**config.mk**
```make
export PLATFORM = sky130hd
export DESIGN_NAME = dmem_arbiter
export DESIGN_NICKNAME = d
export VERILOG_FILES = /design/src/rtl/dmem_arbiter_pkg.sv /design/src/rtl/dmem_arbiter_rr_pick.sv /design/src/rtl/dmem_arbiter.sv
export SDC_FILE = /design/constraint.sdc
export NUM_CORES = 1
export LEC_CHECK = 0
export CAP_MARGIN = 10
export CELL_PAD_IN_SITES_DETAIL_PLACEMENT = 1
export CELL_PAD_IN_SITES_GLOBAL_PLACEMENT = 1
export CORE_MARGIN = 1
export CORE_UTILIZATION = 21
export DETAILED_ROUTE_END_ITERATION = 12
export GPL_TIMING_DRIVEN = 0
export PLACE_DENSITY = 0.91
export SYNTH_ARGS = -nofsm -noshare
export SYNTH_HDL_FRONTEND = slang
export SYNTH_SLANG_ARGS = --single-unit
```
**constraint.sdc**
```tcl
create_clock -name clk -period 5 [get_ports clk]
set_input_delay 1 -clock clk [delete_from_list [all_inputs] [get_ports clk]]
set_output_delay 1 -clock clk [all_outputs]
set_load 0.05 [all_outputs]
```
**src/rtl/dmem_arbiter_pkg.sv**
```systemverilog
// dmem_arbiter_pkg
//   Shared types and helpers for the data-memory arbiter.
//   prio_mode_e  : arbitration policy selector (round-robin / fixed priority).
//   dmem_req_t   : one requester's memory command, sized for the default
//                  32-bit data path.
//   idx_width()  : width of an index into n requesters (at least 1 bit).
package dmem_arbiter_pkg;

   localparam int DMEM_DW = 32;
   localparam int DMEM_MW = DMEM_DW / 8;

   typedef enum logic {
      ARB_RR    = 1'b0,
      ARB_FIXED = 1'b1
   } prio_mode_e;

   typedef struct packed {
      logic               we;
      logic [DMEM_MW-1:0] mask;
      logic [DMEM_DW-1:0] addr;
      logic [DMEM_DW-1:0] wdata;
   } dmem_req_t;

   function automatic int idx_width(input int n);
      return (n > 1) ? $clog2(n) : 1;
   endfunction

endpackage

```
**src/rtl/dmem_arbiter_rr_pick.sv**
```systemverilog
// rr_pick
//   Combinational rotating first-one search. Starting at i_start and
//   wrapping modulo N, the first set bit of i_valid is granted.
//   i_valid [N]  : candidate vector
//   i_start [IW] : first index examined (must be < N)
//   o_grant [N]  : one-hot grant, zero when i_valid is zero
module rr_pick
   import dmem_arbiter_pkg::*;
#(
   parameter int N  = 2,
   parameter int IW = idx_width(N)
) (
   input  logic [N-1:0]  i_valid,
   input  logic [IW-1:0] i_start,
   output logic [N-1:0]  o_grant
);

   always_comb begin
      int   idx;
      logic found;
      o_grant = '0;
      found   = 1'b0;
      idx     = 0;
      for (int k = 0; k < N; k++) begin
         idx = int'(i_start) + k;
         if (idx >= N) idx = idx - N;
         if (!found && i_valid[idx]) begin
            o_grant[idx] = 1'b1;
            found        = 1'b1;
         end
      end
   end

endmodule

```
**src/rtl/dmem_arbiter.sv**
```systemverilog
// dmem_arbiter
//   Shares a single-port data memory between NUM_REQ requesters. At most one
//   request is accepted per cycle; the winner drives the memory port
//   directly and, for loads, receives registered read data one cycle later.
//   Round-robin or fixed priority (with starvation promotion) arbitration.
//
//   clk, rst        : clock, synchronous active-high reset
//   prio_mode       : 0 round-robin, 1 fixed priority (lowest index wins)
//   req_valid/ready : per-requester handshake, ready is one-hot or zero
//   req_we/mask/addr/wdata : per-requester command payload
//   rsp_valid       : per-requester one-cycle load-data pulse
//   rsp_rdata       : shared registered load data
//   mem_*           : direct connection to the dmem port
module dmem_arbiter
   import dmem_arbiter_pkg::*;
#(
   parameter int DATA_WIDTH = 32,
   parameter int MASK_SIZE  = DATA_WIDTH / 8,
   parameter int NUM_REQ    = 2,
   parameter int MAX_WAIT   = 8
) (
   input  logic                                 clk,
   input  logic                                 rst,
   input  logic                                 prio_mode,
   input  logic [NUM_REQ-1:0]                   req_valid,
   output logic [NUM_REQ-1:0]                   req_ready,
   input  logic [NUM_REQ-1:0]                   req_we,
   input  logic [NUM_REQ-1:0][MASK_SIZE-1:0]    req_mask,
   input  logic [NUM_REQ-1:0][DATA_WIDTH-1:0]   req_addr,
   input  logic [NUM_REQ-1:0][DATA_WIDTH-1:0]   req_wdata,
   output logic [NUM_REQ-1:0]                   rsp_valid,
   output logic [DATA_WIDTH-1:0]                rsp_rdata,
   output logic                                 mem_write_en,
   output logic [MASK_SIZE-1:0]                 mem_mask,
   output logic [DATA_WIDTH-1:0]                mem_addr,
   output logic [DATA_WIDTH-1:0]                mem_wdata,
   input  logic [DATA_WIDTH-1:0]                mem_rdata
);

   localparam int IW = idx_width(NUM_REQ);
   localparam int CW = $clog2(MAX_WAIT + 1);
   localparam logic [CW-1:0] WAIT_SAT  = CW'(MAX_WAIT);
   localparam logic [IW-1:0] LAST_IDX  = IW'(NUM_REQ - 1);

   logic [IW-1:0]      r_last_g;
   logic [CW-1:0]      r_wait [NUM_REQ];
   logic [NUM_REQ-1:0] r_rsp_valid;
   logic [DATA_WIDTH-1:0] r_rsp_rdata;

   logic [IW-1:0]      w_rr_start;
   logic [NUM_REQ-1:0] w_starved;
   logic [NUM_REQ-1:0] w_g_rr;
   logic [NUM_REQ-1:0] w_g_fix;
   logic [NUM_REQ-1:0] w_g_starv;
   logic [NUM_REQ-1:0] w_grant;
   logic [IW-1:0]      w_gidx;
   logic               w_any;
   dmem_req_t          w_sel;

   assign w_rr_start = (r_last_g == LAST_IDX) ? '0 : r_last_g + 1'b1;

   always_comb begin
      for (int i = 0; i < NUM_REQ; i++)
         w_starved[i] = req_valid[i] && (r_wait[i] == WAIT_SAT);
   end

   rr_pick #(.N(NUM_REQ), .IW(IW)) u_pick_rr (
      .i_valid (req_valid),
      .i_start (w_rr_start),
      .o_grant (w_g_rr)
   );

   rr_pick #(.N(NUM_REQ), .IW(IW)) u_pick_fix (
      .i_valid (req_valid),
      .i_start ('0),
      .o_grant (w_g_fix)
   );

   rr_pick #(.N(NUM_REQ), .IW(IW)) u_pick_starv (
      .i_valid (w_starved),
      .i_start ('0),
      .o_grant (w_g_starv)
   );

   always_comb begin
      w_grant = '0;
      if (!rst) begin
         if (prio_mode_e'(prio_mode) == ARB_FIXED)
            w_grant = (|w_starved) ? w_g_starv : w_g_fix;
         else
            w_grant = w_g_rr;
      end
   end

   assign w_any     = |w_grant;
   assign req_ready = w_grant;

   always_comb begin
      w_gidx = '0;
      for (int i = 0; i < NUM_REQ; i++)
         if (w_grant[i]) w_gidx = IW'(i);
   end

   always_comb begin
      w_sel = '0;
      if (w_any) begin
         w_sel.we    = req_we[w_gidx];
         w_sel.mask  = req_mask[w_gidx];
         w_sel.addr  = req_addr[w_gidx];
         w_sel.wdata = req_wdata[w_gidx];
      end
   end

   assign mem_write_en = w_sel.we;
   assign mem_mask     = w_sel.mask;
   assign mem_addr     = w_sel.addr;
   assign mem_wdata    = w_sel.wdata;

   always_ff @(posedge clk) begin
      if (rst) begin
         r_last_g    <= LAST_IDX;
         r_rsp_valid <= '0;
         r_rsp_rdata <= '0;
         for (int i = 0; i < NUM_REQ; i++) r_wait[i] <= '0;
      end else begin
         r_rsp_valid <= '0;
         if (w_any) begin
            r_last_g <= w_gidx;
            if (!req_we[w_gidx]) begin
               r_rsp_valid[w_gidx] <= 1'b1;
               r_rsp_rdata         <= mem_rdata;
            end
         end
         for (int i = 0; i < NUM_REQ; i++) begin
            if (!req_valid[i] || w_grant[i])
               r_wait[i] <= '0;
            else if (r_wait[i] != WAIT_SAT)
               r_wait[i] <= r_wait[i] + 1'b1;
         end
      end
   end

   // A response already registered when reset arrives is suppressed so the
   // requester never sees load data that belongs to the pre-reset session.
   assign rsp_valid = r_rsp_valid & ~{NUM_REQ{rst}};
   assign rsp_rdata = r_rsp_rdata;

endmodule

```
## Word level (Yosys, flattened, before mapping)

Memories as Yosys holds them, arrays and structs flattened.
Cells that the tools add are included.

- Register bits: 35
- Bits in latches: 0
- Memory bits (writable): 8
- Bits in read-only memories: 0
- Input port bits: 175
- Output and inout port bits: 105
- Word-level logic and storage cells: 107
- Memories: 1

Memories:

| memory | words | width | rd ports | clocked after Yosys merged registers in | write ports | line | source |
|---|---|---|---|---|---|---|---|
| r_wait | 2 | 4 | 2 | 0 | 2 | dmem_arbiter.sv:46 | `logic [CW-1:0] r_wait [NUM_REQ];` |

- $add $sub $neg: 6
- Multipliers: 0
- Divide/modulo/power cells: 0
- $lt $le $gt $ge: 8
- Eq/ne operators: 4
- Shift operators: 0
- Muxes and demuxes: 57
- Bitwise operators: 9
- Reductions and logical operators: 19

Operators with widths:

| cell | count |
|---|---|
| 32-bit two-way mux | 6 |
| 69-bit two-way mux | 1 |
| 32-bit by 1-bit greater-or-equal comparator with 1-bit output, second input constant | 2 |
| 32-bit by 3-bit less-than comparator with 1-bit output, second input constant | 2 |
| 1-bit two-way mux | 34 |
| 32-bit by 3-bit greater-or-equal comparator with 1-bit output, second input constant | 1 |
| 32-bit by 3-bit subtractor with 32-bit output, second input constant | 1 |
| 4-bit two-way mux | 6 |
| 2-bit two-way mux | 7 |
| 4-bit by 1-bit adder with 4-bit output, second input constant | 2 |
| 4-bit == test, second input constant | 2 |
| 1-bit logical AND | 8 |
| 4-bit != test, second input constant | 2 |
| 1-bit zero test | 5 |
| 1-bit bitwise OR | 4 |
| 2-bit OR reduction | 2 |
| 1-bit demux with 1-bit select | 3 |
| 3-bit OR reduction | 1 |
| 1-bit by 2-bit subtractor with 3-bit output, second input constant | 1 |
| 1-bit by 1-bit adder with 2-bit output, second input constant | 1 |
| 2-bit AND | 1 |
| 1-bit by 2-bit greater-or-equal comparator with 1-bit output, second input constant | 1 |
| 1-bit logical OR | 2 |
| 1-bit by 2-bit less-than comparator with 1-bit output, second input constant | 1 |
| other kinds (6) | 7 |

## Depth between registers and ports, before layout

Gate-level depths: netlist of run 1.

- Depth in word-level cells: 19
- Mapped depth: 7

## Cells and area by module

Synthesis of run 1 repeated with hierarchy kept, for this count alone.

- Cell total of the unflattened synthesis: 421
- Area, all modules: 3543.4 µm²

By module, submodules not included:

| module | instances | cells an instance | area an instance (µm²) | seq. area each (µm²) |
|---|---|---|---|---|
| dmem_arbiter | 1 | 412 | 3487.1 | 940.9 |
| rr_pick | 3 | 3 | 18.8 | 0.0 |

## Worst setup path after synthesis of run 1

OpenSTA, ideal clock, no wires.

- Path type: input -> output
- Start: in req_valid[0]
- End: out mem_addr[0]
- Arrival: 2.816 ns
- Required time: 4.000 ns
- Path slack: 1.184 ns
- Cell stages on the path: 5
- Buffers on the path: 1
- Path through: or2b_1 a311o_1 inv_2 clkbuf_1 a22o_1

- Elaborated cells on any way between the ends: 32

RTL lines:

| what | line | source |
|---|---|---|
| start: declaration | dmem_arbiter.sv:25 | `input logic [NUM_REQ-1:0] req_valid,` |
| 1-bit two-way mux (implied by the code) (3 in a row) | dmem_arbiter_rr_pick.sv:27 | `if (!found && i_valid[idx]) begin` |
| 1-bit two-way mux | dmem_arbiter_rr_pick.sv:27 |  |
| 1-bit zero test | dmem_arbiter_rr_pick.sv:27 |  |
| 1-bit logical AND | dmem_arbiter_rr_pick.sv:27 |  |
| 2-bit two-way mux | dmem_arbiter_rr_pick.sv:27 |  |
| 2-bit two-way mux * | dmem_arbiter.sv:88 | `if (prio_mode_e'(prio_mode) == ARB_FIXED)` |
| 2-bit two-way mux * | dmem_arbiter.sv:87 | `if (!rst) begin` |
| net req_ready[0] | dmem_arbiter.sv:26 | `output logic [NUM_REQ-1:0] req_ready,` |
| 2-bit OR reduction * | dmem_arbiter.sv:95 | `assign w_any = \|w_grant;` |
| 69-bit two-way mux * | dmem_arbiter.sv:106 | `if (w_any) begin` |
| end: declaration | dmem_arbiter.sv:35 | `output logic [DATA_WIDTH-1:0] mem_addr,` |

Mark *: on every way through the listed nets, which the timed path passes. The rest lies on a longest branch. The select of a mux whose other input is x is not followed.

## Final worst setup path of run 1

- Start: in req_valid[0]
- End: out mem_mask[0]

- Longest elaborated chain between the ends: 13
- Elaborated cells on any way between the ends: 32

Ends and longest elaborated chain:

| what | line | source |
|---|---|---|
| 1-bit two-way mux (implied by the code) (3 in a row) | dmem_arbiter_rr_pick.sv:27 |  |
| 1-bit two-way mux | dmem_arbiter_rr_pick.sv:27 |  |
| 1-bit zero test | dmem_arbiter_rr_pick.sv:27 |  |
| 1-bit logical AND | dmem_arbiter_rr_pick.sv:27 |  |
| 2-bit two-way mux | dmem_arbiter_rr_pick.sv:27 |  |
| 2-bit two-way mux * | dmem_arbiter.sv:88 |  |
| 2-bit two-way mux * | dmem_arbiter.sv:87 |  |
| 1-bit two-way mux | dmem_arbiter.sv:101 | `if (w_grant[i]) w_gidx = IW'(i);` |
| 4-bit two-way mux (implied by the code) (2 in a row) | dmem_arbiter.sv:108 | `w_sel.mask = req_mask[w_gidx];` |
| 69-bit two-way mux * | dmem_arbiter.sv:106 |  |
| end: declaration | dmem_arbiter.sv:34 | `output logic [MASK_SIZE-1:0] mem_mask,` |

Every way passes the cells marked *; elsewhere a longest branch is shown, timed or not. The select of a mux whose other input is x is not followed.

==> summary.md, run 1 <==
| Metric | Value |
|---|---|
| Top FF cell, synth | `dfxtp_1` |
| Fmax | `208.2 MHz` |
| Crit-path cells | `clkdlybuf4s50_1 -> or2b_1 -> a311o_1 -> inv_2 -> clkbuf_1 -> a22o_1 -> clkdlybuf4s50_1` |
| Inst Count DP | `703` |
| GRT Overall Usage | `22.80%` |
| Worst path required time | `4.00 ns` |
| Fin nets | `717` |
| Die Wd | `115.7 µm` |
| Largest net degree at the start of global routing | `14` |
| Num CTS Buffers | `5` |
| Hpwl dp | `13200 µm` |
| Cell row count | `41` |
| Final GP Congestion | `0.7903` |
| TNS Setup | `0 ns` |
| Unrepaired setup endpoints after global routing | `no` |
| IO buf count | `279` |
| H-Tree Depth | `2` |
| Peak per-stage delay on the critical path | `0.82 ns` |
| Ys async rst share | `0%` |
| Setup violations, final | `0` |
| Cts hold-fix bufs | `0` |
| Slew HR | `57.41%` |
| Number of synthesis warnings | `0` |
| Tmin final | `4.804 ns` |
| Number of synthesized flops with an enable pin | `8` |
| Netlist cell types | `33` |
| Leakage | `2.464 nW` |
| Synth cell count leaders | `a22o_1 (69), dfxtp_1 (35), nor2b_1 (34)` |
| Status | `finished, final reports clean` |
| Slowest stage cell, crit path | `clkdlybuf4s50_1` |
| Fillers | `1419` |
| Die ar. | `0.01339 mm²` |
| Worst Max-Slew Pin Slew | `0.6388 ns` |
| Syn Area/Cell | `10.78 µm²` |
| Clk root buf | `clkbuf_16` |
| Most numerous cell on the critical path | `clkdlybuf4s50_1` |
| Layout cells sized above 1 | `9.833%` |
| Delay-heaviest family, CP | `buffers and inverters` |
| Cell with the most instances after synthesis | `a22o_1` |
| Fin. Hold Viols | `0` |
| Max VDD drop | `0.0001149 V` |
| Nature of the critical path startpoint | `input pin` |
| Vias per cell | `4.648` |
| Max clock buf depth | `2` |
| Top cells by area, synth | `dfxtp_1 (26%), a22o_1 (22%), mux2_4 (17%)` |
| Initial Util | `21.52%` |
| DR vias | `3314` |
| Final Skew | `0.009196 ns` |
| Critical path endpoint category | `primary output` |
| Die Y | `115.7 µm` |
| First-pass GRT wire length | `21930 µm` |
| I/O Pins | `280` |
| Pins Over Slew Limit | `0` |
| Top-area cell type share of the netlist area | `25.79%` |
| Worst Path Buf+Inv | `4` |
| Drt first pass iters | `4` |
| Initial DRC count | `121` |
| Finished Layout Cells | `713` |
| Post-Synthesis Cell Area | `0.002716 mm²` |
| Pwr dens | `237.2 mW/mm²` |
| Sink Count | `43` |
| Wire per inst | `22.10 µm` |
| Post-synth top area cell | `dfxtp_1` |
| CTS tree | `built` |
| Grt ovf | `0` |
| Layout Utilization | `47.02%` |
| Synth-to-layout area growth | `118.4%` |
| # Post-CTS Setup Buffers | `0` |
| Later-pin clock latency in the skew report | `0.29 ns` |
| HP Class | `reg2reg` |
| WL final | `15760 µm` |
| Cell count after synthesis | `252` |
| Final period util | `96.08%` |
| Worst Path Max Fanout | `10` |
| Post-synthesis sequential area ratio | `34.64%` |
| DRC | `0` |
| Crit path DAT | `3.80 ns` |
| Final antenna-violating net count | `0` |
| Syn Nets | `431` |
| Initial antenna violation count | `3` |
| WS Path Type | `in2out` |
| Core footprint | `0.01262 mm²` |
| Worst-path clk slew | `0.06 ns` |
| Hold Slack | `0.5770 ns` |
| FF+latch count, synth | `43` |
| Max Cap Violations | `0` |
| Number of global-route vias before repair | `3697` |
through the flow:
stage	total power, mW	setup WS [ns]	area, µm²
3_5_place_dp	1.024	-0.2760	5724
3_3_place_gp	1.011	-0.1540	5724
5_1_grt	1.456	0.05856	5928
2_1_floorplan	0.7240	1.184	2716
4_1_cts	1.421	0.02212	5903
6_report	1.408	0.1959	5933
kinds of logic after synthesis:
family | synth area share [%]
AO/OA/AOI/OAI | 24.78
AND/OR/NAND/NOR | 13.45
flip-flops | 34.64
multiplexers | 17.78
buffers and inverters | 6.218
XOR/XNOR | 1.290
adder cells (fa/ha/maj) | 1.843
cells in the final DEF, fill, tap and decap left out, types with 2 or more instances in the layout:
cell / synthesis / routed
clkbuf_1: 18 / 14
a22o_1: 69 / 69
clkdlybuf4s50_1: 0 / 272
o21ai_0: 2 / 2
a21oi_1: 2 / 2
inv_1: 8 / 8
clkbuf_16: 0 / 5
dfxtp_1: 35 / 35
nor2b_1: 34 / 34
mux2_2: 2 / 2
edfxtp_1: 8 / 8
clkbuf_2: 0 / 4
mux2_4: 30 / 30
nor2_1: 13 / 12
xor2_1: 2 / 2
diode_2: 0 / 2
xnor2_1: 2 / 2
ha_1: 4 / 4
buf_12: 3 / 3
nand3_1: 2 / 2
dlymetal6s2s_1: 0 / 7
and2_1: 2 / 2
worst paths after layout:
| check | start | to | slack (ns) | cells after the start |
|---|---|---|---|---|
| worst min register to register | r_last_g | r_last_g | 0.58 | 2 |
| worst max-delay path | req_valid[0] | mem_mask[0] | 0.20 | 7 |
| worst min-delay path | r_last_g | r_last_g | 0.58 | 2 |
| worst max register to register | r_wait[0][0] | rsp_rdata[21] | 2.60 | 7 |
power by group:
group | leakage [nW] | switching [mW] | internal (mW)
logic | 1.99 | 0.339 | 0.292
registers | 0.387 | 0.0125 | 0.375
clock network | 0.0869 | 0.140 | 0.249
what timing repair did:
action | in CTS | in global routing
endpoints found under the setup margin | 70 | 39
pin swaps | 0 | 0
gates resized for setup | 3 | 12
layer usage:
layer  vias to the layer above  routed length (µm)  global-route usage, %
met2                       174                7833                  39.88
met4                         2                 367                  7.521
met5                         -                  13                      0
li1                       1515                   -                      -
met3                        26                1854                  12.60
met1                      1597                5687                  23.05
layout make-up:
cell class / count / area [µm²] / area share, %
Sequential cell: 43 / 940.9 / 15.86
Clock inverter: 2 / 35.03 / 0.5905
Clock buffer: 6 / 138.9 / 2.341
Antenna cell: 2 / 5.005 / 0.08435
Inverter: 9 / 33.78 / 0.5694
Tap cell: 172 / 215.2 / 3.627
Buffer: 22 / 140.1 / 2.362
Multi-Input combinational cell: 178 / 1614 / 27.20
Timing Repair Buffer: 279 / 2810 / 47.36
worst reg2reg max path: stages, from the launching register on:
cell      delay, ns
edfxtp_1       0.44
inv_1          0.09
ha_1           0.22
nand4b_1       0.16
a32oi_1        0.56
o32a_4         0.33
buf_12         0.16
mux2_4         0.32
registers in the layout, indices dropped and copies added (netlist names):
| name | count |
|---|---|
| r_rsp_valid | 2 |
| r_last_g | 1 |
| rsp_rdata | 32 |
| r_wait | 8 |
(Power assumes the default switching activity.)
==> inputs of run 2 (changes only) <==
- HOLD_SLACK_MARGIN: default -> 0.03
==> results of run 2 <==
The final DEF is identical to that of run 1; final timing and power are the same.
